## config.mk

```make
export PLATFORM = sky130hd
export DESIGN_NAME = mod_inload_ctrl
export DESIGN_NICKNAME = d
export VERILOG_FILES = /design/src/rtl/aes_pkg.sv /design/src/rtl/mod_inload_ctrl.sv
export SDC_FILE = /design/constraint.sdc
export NUM_CORES = 1
export LEC_CHECK = 0
export ABC_CLOCK_PERIOD_IN_PS = 2300
export BUFFER_PORTS_ARGS = -buffer_cell sky130_fd_sc_hd__buf_4
export CORE_ASPECT_RATIO = 1.5
export CORE_MARGIN = 2
export CORE_UTILIZATION = 30
export DETAILED_ROUTE_END_ITERATION = 10
export HOLD_SLACK_MARGIN = 0.12
export PLACE_DENSITY = 0.6
export SLEW_MARGIN = 10
export SYNTH_ARGS = -nofsm -noshare
export SYNTH_HDL_FRONTEND = slang
export SYNTH_SLANG_ARGS = --single-unit
```

## constraint.sdc

```tcl
create_clock -name clk -period 2.3 [get_ports clk]
set_input_delay 0.46 -clock clk [delete_from_list [all_inputs] [get_ports clk]]
set_output_delay 0.46 -clock clk [all_outputs]
set_load 0.02 [all_outputs]
```

## src/rtl/aes_pkg.sv

```systemverilog
// aes_pkg: shared AES types, loader FSM states and the column one-hot decoder.
package aes_pkg;
    localparam int Nb = 4;
    typedef enum logic [1:0] {IDLE, FILL, HOLD} st_inload_e;
    typedef logic [7:0] byte_t;
    function automatic logic [Nb-1:0] col_onehot(input logic [1:0] col);
        return {{(Nb-1){1'b0}}, 1'b1} << col;
    endfunction
endpackage

```

## src/rtl/mod_inload_ctrl.sv

```systemverilog
// mod_inload_ctrl: back-pressured byte loader filling four AES column registers column-major.
// Optional INLOAD_KEY_EN adds ld_key/blk_key for 32-byte key blocks delivered as two held halves.
module mod_inload_ctrl
    import aes_pkg::*;
#(
    parameter int NCOL  = 4,
    parameter int NBYTE = 4
) (
    input  logic            clk,
    input  logic            resetn,
    input  logic            clr,
    input  logic            i_valid,
    input  logic [7:0]      i_data,
    output logic            o_ready,
    output logic [NCOL-1:0] col_wr_en,
    output logic [1:0]      col_idx,
    output logic [7:0]      col_data,
    output logic            blk_valid,
    input  logic            blk_ack,
`ifdef INLOAD_KEY_EN
    output logic            blk_key,
    input  logic            ld_key,
`endif
    output logic [7:0]      blk_cnt
);
    localparam int BLK = NCOL * NBYTE;
`ifdef INLOAD_KEY_EN
    localparam int CW = 5;
`else
    localparam int CW = 4;
`endif

    st_inload_e      r_state, w_state_nx;
    logic [CW-1:0]   r_cnt, w_cnt_nx;
    logic [NCOL-1:0] r_wr_en;
    logic [1:0]      r_idx;
    byte_t           r_data;
    logic            r_blk_valid;
    logic [7:0]      r_blk_cnt;
    logic            w_accept, w_ack, w_last, w_keep;

    assign o_ready  = (r_state != HOLD);
    assign w_accept = i_valid && o_ready && !clr;
    assign w_ack    = blk_ack && r_blk_valid && !clr;
    assign w_last   = w_accept && (r_cnt[3:0] == 4'(BLK - 1));

`ifdef INLOAD_KEY_EN
    logic r_key;
    // The first key half keeps its count so the second half resumes at byte 16
    assign w_keep  = r_key && !r_cnt[4];
    assign blk_key = r_key && r_blk_valid;
    always_ff @(posedge clk or negedge resetn) begin
        if (!resetn)
            r_key <= 1'b0;
        else if (clr)
            r_key <= 1'b0;
        else if (w_accept && r_cnt == '0)
            r_key <= ld_key;
        else if (w_ack && r_cnt == '0)
            r_key <= 1'b0;
    end
`else
    assign w_keep = 1'b0;
`endif

    always_comb begin
        w_state_nx = r_state;
        w_cnt_nx   = r_cnt;
        if (clr) begin
            w_state_nx = IDLE;
            w_cnt_nx   = '0;
        end else if (w_last) begin
            w_state_nx = HOLD;
            w_cnt_nx   = w_keep ? r_cnt + 1'b1 : '0;
        end else if (w_accept) begin
            w_state_nx = FILL;
            w_cnt_nx   = r_cnt + 1'b1;
        end else if (w_ack) begin
            w_state_nx = IDLE;
        end
    end

    always_ff @(posedge clk or negedge resetn) begin
        if (!resetn) begin
            r_state     <= IDLE;
            r_cnt       <= '0;
            r_wr_en     <= '0;
            r_idx       <= '0;
            r_data      <= '0;
            r_blk_valid <= 1'b0;
            r_blk_cnt   <= '0;
        end else begin
            r_state     <= w_state_nx;
            r_cnt       <= w_cnt_nx;
            r_wr_en     <= w_accept ? col_onehot(r_cnt[3:2]) : '0;
            // valid rises one edge after HOLD entry, once the final write has landed
            r_blk_valid <= !clr && (r_state == HOLD) && !w_ack;
            r_blk_cnt   <= r_blk_cnt + {7'd0, w_ack};
            if (w_accept) begin
                r_idx  <= r_cnt[1:0];
                r_data <= i_data;
            end
        end
    end

    assign col_wr_en = r_wr_en;
    assign col_idx   = r_idx;
    assign col_data  = r_data;
    assign blk_valid = r_blk_valid;
    assign blk_cnt   = r_blk_cnt;
endmodule

```

# Yosys cells after proc, flatten, opt, wreduce, memory -nomap -nowiden
# Cells that the tools add are included.
word_totals:
  reg_bits: 29
  input_bits: 13
  word_cells: 32
  output_inout_bits: 24
classes:
  shift: 1
  n_addsub: 2
  eq_ne: 3
  n_mux: 8
  reduce_logical: 11
op_table:
  columns: ["cell", "count"]
  rows:
  - ["$mux W4", 4]
  - ["$add A8 B1 Y8", 1]
  - ["$mux W2", 4]
  - ["$logic_and A1 B1 Y1", 7]
  - ["$add A4 B1 Y4 const B", 1]
  - ["$eq A4 B4 Y1 const B", 1]
  - ["$reduce_bool A4 Y1", 1]
  - ["$shl A1 B2 Y4 const A", 1]
  - ["$reduce_bool A3 Y1", 1]
  - ["$eq A2 B2 Y1 const B", 1]
  - ["$logic_not A1 Y1", 2]
  - ["$ne A2 B2 Y1 const B", 1]

# Depth between registers and ports, before layout
logic_depth:
  word_depth: 6
  ltp_mapped: 7
  depth_no_buf: 7

# Worst setup path before layout
# Ideal clock, no wire load.
synth_path:
  path_kind: "in2reg"
  startpoint: "input clr"
  endpoint: "register r_blk_cnt[6] (netlist: blk_cnt[6])"
  n_path_buf: 1
  cell_stages: 7
  t_arrival_ns: 1.470
  slack_ns: 0.699
  setup_time_ns: 0.131
  t_required_ns: 2.169
  path_cell_list: "clkbuf_1 -> nor2_1 -> ha_1 -> ha_1 -> nand3_1 -> nor2_1 -> xor2_1"
synth_between:
  elab_chain_len: 3
synth_rtl:
  columns: ["element", "line_no", "text"]
  rows:
  - ["start, declared", "mod_inload_ctrl.sv:11", "input logic clr,"]
  - ["$logic_not A1 Y1", "mod_inload_ctrl.sv:44", "assign w_ack = blk_ack && r_blk_valid && !clr;"]
  - ["$logic_and A1 B1 Y1", "mod_inload_ctrl.sv:44", null]
  - ["$add A8 B1 Y8", "mod_inload_ctrl.sv:98", "r_blk_cnt <= r_blk_cnt + {7'd0, w_ack};"]
  - ["end signal, assigned", "mod_inload_ctrl.sv:98", null]
  - ["end, declared", "mod_inload_ctrl.sv:39", "logic [7:0] r_blk_cnt;"]
# No other way between the ends.
# A chain may end at the register's enable or synchronous reset.

# Worst setup path after layout
layout_path:
  startpoint: "register r_state[0]"
  endpoint: "register r_data[0] (netlist: col_data[0])"
layout_between:
  elab_chain_len: 3
layout_rtl:
  columns: ["element", "line_no", "text"]
  rows:
  - ["start, declared", "mod_inload_ctrl.sv:33", "st_inload_e r_state, w_state_nx;"]
  - ["start signal, assigned", "mod_inload_ctrl.sv:93", "r_state <= w_state_nx;"]
  - ["$ne A2 B2 Y1", "mod_inload_ctrl.sv:42", "assign o_ready = (r_state != HOLD);"]
  - ["$logic_and A1 B1 Y1 (2 in a row)", "mod_inload_ctrl.sv:43", "assign w_accept = i_valid && o_ready && !clr;"]
  - ["end signal, assigned", "mod_inload_ctrl.sv:101", "r_data <= i_data;"]
  - ["end, declared", "mod_inload_ctrl.sv:37", "byte_t r_data;"]
# No other way between the ends.

==> results by group <==
CTS
  – Clock Sinks: 29
  – H-tree depth: 2
  – Root Driver: clkbuf_8
  – TritonCTS Buffers: 5
  – CTS resizes: 0
  – Worst-Skew Late Latency: 0.28 ns
  – CTS tree: built
  – Post-CTS setup buffers: 0
  – Clock transition at path regs: about 0.06 ns
  – Clock Path Buffers: 2

Floorplanning
  – Die Area: 0.004612 sq mm
  – CORE AREA: around 0.0039 sq mm
  – Die Ht: between 80 and 90 um
  – Initial Util: slightly above 30%
  – Die X-Extent: between 50 and 60 um
  – Ports: 37
  – Rows: 28

Final layout
  – Final Net Count: 152
  – Area of the multi-input gates: 450.4 sq um
  – N_diodes: 0
  – Sequential Area: 725.7 sq um
  – Layout area overhead: 31.12%
  – Final Util: 40.85%
  – Layout Cells excl Fill: between 150 and 200
  – Fill cells: 393
  – Share of layout cells above drive strength 1: roughly two fifths
  – Post-Layout Inst Area: ~0.0016 sq mm

Route
  – Remaining DRCs: 0
  – DRT iter0 DRCs: 8
  – Vias post-DR: around 860
  – Via density per instance: 4.698
  – WL per Instance: 12.76 um
  – Post-DRT Antenna Nets: 0
  – DR pass1 iterations: 4
  – Final wirelength: 2.322 mm

Setup path
  – Reg2reg end: col_data[0]$_DFFE_PN0P_
  – Worst Setup Start Kind: register
  – Setup crit start: r_state[0]$_DFFE_PN0P_
  – CP Capture Point: col_data[0]$_DFFE_PN0P_
  – Crit path DAT: 2.07 ns
  – Worst path cell trace: nor2b_1, or3_1, mux2_2
  – CP Class: reg -> reg
  – Critical Path Max Stage Delay: 0.62 ns
  – Required time of the critical path: roughly 2.5 ns
  – CP max-delay cell: or3_1
  – Setup crit end kind: register
  – R2r setup slk: just under 0.4 ns
  – R2R depth: 3
  – Crit path max fanout: 14
  – R2R Path Start: r_state[0]$_DFFE_PN0P_

Yosys
  – Mean post-synth cell area: 12.73 sq um
  – Seq cells post-synth: 29
  – Top cell type's share of synthesized area: 59.37%
  – Synth area leaders: dfrtp_1, mux2_4, mux2_2
  – Syn nets: 112
  – Post-synth ARST share: 100.0%
  – Yosys cell types: 24
  – Post-synth EDFFs: 0
  – Commonest cells post-synth: dfrtp_1, nand3_1, nand2_1
  – Top FF cell, synth: dfrtp_1
  – Cell with the most instances after synthesis: dfrtp_1
  – Cell taking the most area after synthesis: dfrtp_1
  – Seq/Total Area, Yosys: 59.37%
  – Post-Syn Area: 0.001222 sq mm
  – Yosys warns: 0
  – Post-Synthesis Cells: 96

Timing
  – Fmax: 524.9 MHz
  – Final worst slack: 0.3948 ns
  – Final Slew Violations: 0
  – Fin Setup TNS: 0 ns
  – Unrepaired setup endpoints after global routing: false
  – Minimum clock period: 1.905 ns
  – Final hold viol count: 0
  – Rel. slew slack: 54.85%
  – Final Cycle Share: between 80% and 90%
  – Final setup vio count: 0
  – Skew final: 0.007912 ns
  – Worst-Margin Slew: approximately 0.68 ns

Global routing
  – Grt total ovfl: 0
  – Largest net degree at the start of global routing: 30
  – Vias in the first global route: ~890
  – GRT Total Usage: 11.81%
  – Initial antenna violation count: 0
  – First-pass GRT wire length: 4.002 mm

Placement
  – Placed Cells: 173
  – Placed inst area: 0.001510 sq mm
  – Post-placement worst setup slack: just under 0.4 ns
  – Port Buf Inserts: 36
  – Post-DP HPWL: 1.714 mm
  – Gpl congestion: 0.7448

Power and ir drop
  – Pleak: between 0.8 and 0.9 nW
  – Power Density: approximately 700 mW/mm^2
  – VDD IR-drop max: 382.5 uV

Run
  – Maxcap violations: 0

Hold path
  – Hold WC Path Type: in -> reg

Status
  – Outcome: complete, no violations
## what timing repair did
action / 4_1_cts / 5_1_grt
hold buffers: 1 / 0
endpoints found under the setup margin: 0 / 0
endpoints found under the hold margin: 29 / 0
## final cells by class
class / instances / share of cell area [%]
Clock buffer: 6 / 4.528
Inverter: 2 / 0.4684
Timing Repair Buffer: 37 / 17.49
Tap cell: 45 / 3.513
Multi-Input combinational cell: 61 / 28.10
Sequential cell: 29 / 45.28
Clock inverter: 2 / 0.6245
## state kept, by name (all words and copies together) (netlist names)
register,flops
blk_cnt,8
blk_valid,1
col_data,8
col_idx,2
col_wr_en,4
r_cnt,4
r_state,2
## worst min-delay path by stage
stage / startpoint / end / slack [ns] / depth (start not counted)
floorplan: resetn / blk_cnt[0]$_DFF_PN0_ / 0.16 / 0
global placement: resetn / blk_cnt[4]$_DFF_PN0_ / 0.40 / 1
detailed placement: resetn / blk_cnt[4]$_DFF_PN0_ / 0.40 / 1
CTS: clr / blk_valid$_DFF_PN0_ / 0.39 / 2
global route: i_data[5] / col_data[5]$_DFFE_PN0P_ / 0.40 / 2
finish: i_data[5] / col_data[5]$_DFFE_PN0P_ / 0.40 / 2
## through the flow
stage / power [mW] / hold WS, ns
final: 1.118 / 0.4046
after global routing: 1.172 / 0.4011
after CTS: 1.137 / 0.3927
after detailed placement: 0.7328 / 0.4026
after global placement: 0.7279 / 0.3971
after floorplan: 0.6573 / 0.1644
## power breakdown
part / leakage (nW) / internal, mW / switching [mW]
registers: 0.382 / 0.541 / 0.0200
clock network: 0.0450 / 0.209 / 0.188
logic: 0.391 / 0.0834 / 0.0769
total: 0.818 / 0.834 / 0.285
## critical path, delay by kind of cell (launching register included)
family | cells | cell delay (ns)
flops | 1 | 0.38
simple gates | 2 | 1.00
mux | 1 | 0.41
## placed cells by master, fill, tap and decap left out
| cell | count |
|---|---|
| dlygate4sd3_1 | 1 |
| clkbuf_1 | 1 |
| nor2_1 | 6 |
| mux2_4 | 6 |
| xnor2_1 | 2 |
| clkbuf_8 | 5 |
| xor2_1 | 4 |
| and4b_1 | 1 |
| buf_4 | 36 |
| ha_1 | 3 |
| o31ai_1 | 2 |
| nor3b_1 | 2 |
| a21oi_1 | 5 |
| mux2_2 | 5 |
| o21ai_0 | 2 |
| or3_2 | 1 |
| inv_1 | 1 |
| nand3_1 | 8 |
| nor2b_1 | 3 |
| o211ai_1 | 1 |
| nand2_1 | 7 |
| nor3_1 | 2 |
| clkinv_2 | 2 |
| or3_1 | 1 |
| inv_2 | 1 |
| dfrtp_1 | 29 |
## layer usage
layer / wire length [um] / GRT usage (%)
met5: 0 / 0
met2: 1228 / 20.35
met1: 856 / 11.30
met4: 90 / 9.286
met3: 146 / 4.517
## cells by family (layout without fill, tap and decap cells)
logic type                 Yosys count  after routing  synth area share (%)
adders and majority gates            3              3                 3.071
buffers and inverters                6             47                 3.787
xor gates and xnor gates             6              6                 4.299
DFF                                 29             29                 59.37
and+or+nand+nor                     31             31                 12.80
AOI/OAI and AO/OA                   10             10                 4.708
muxes                               11             11                 11.98
No activity file was read; power rests on OpenSTA's default activity.
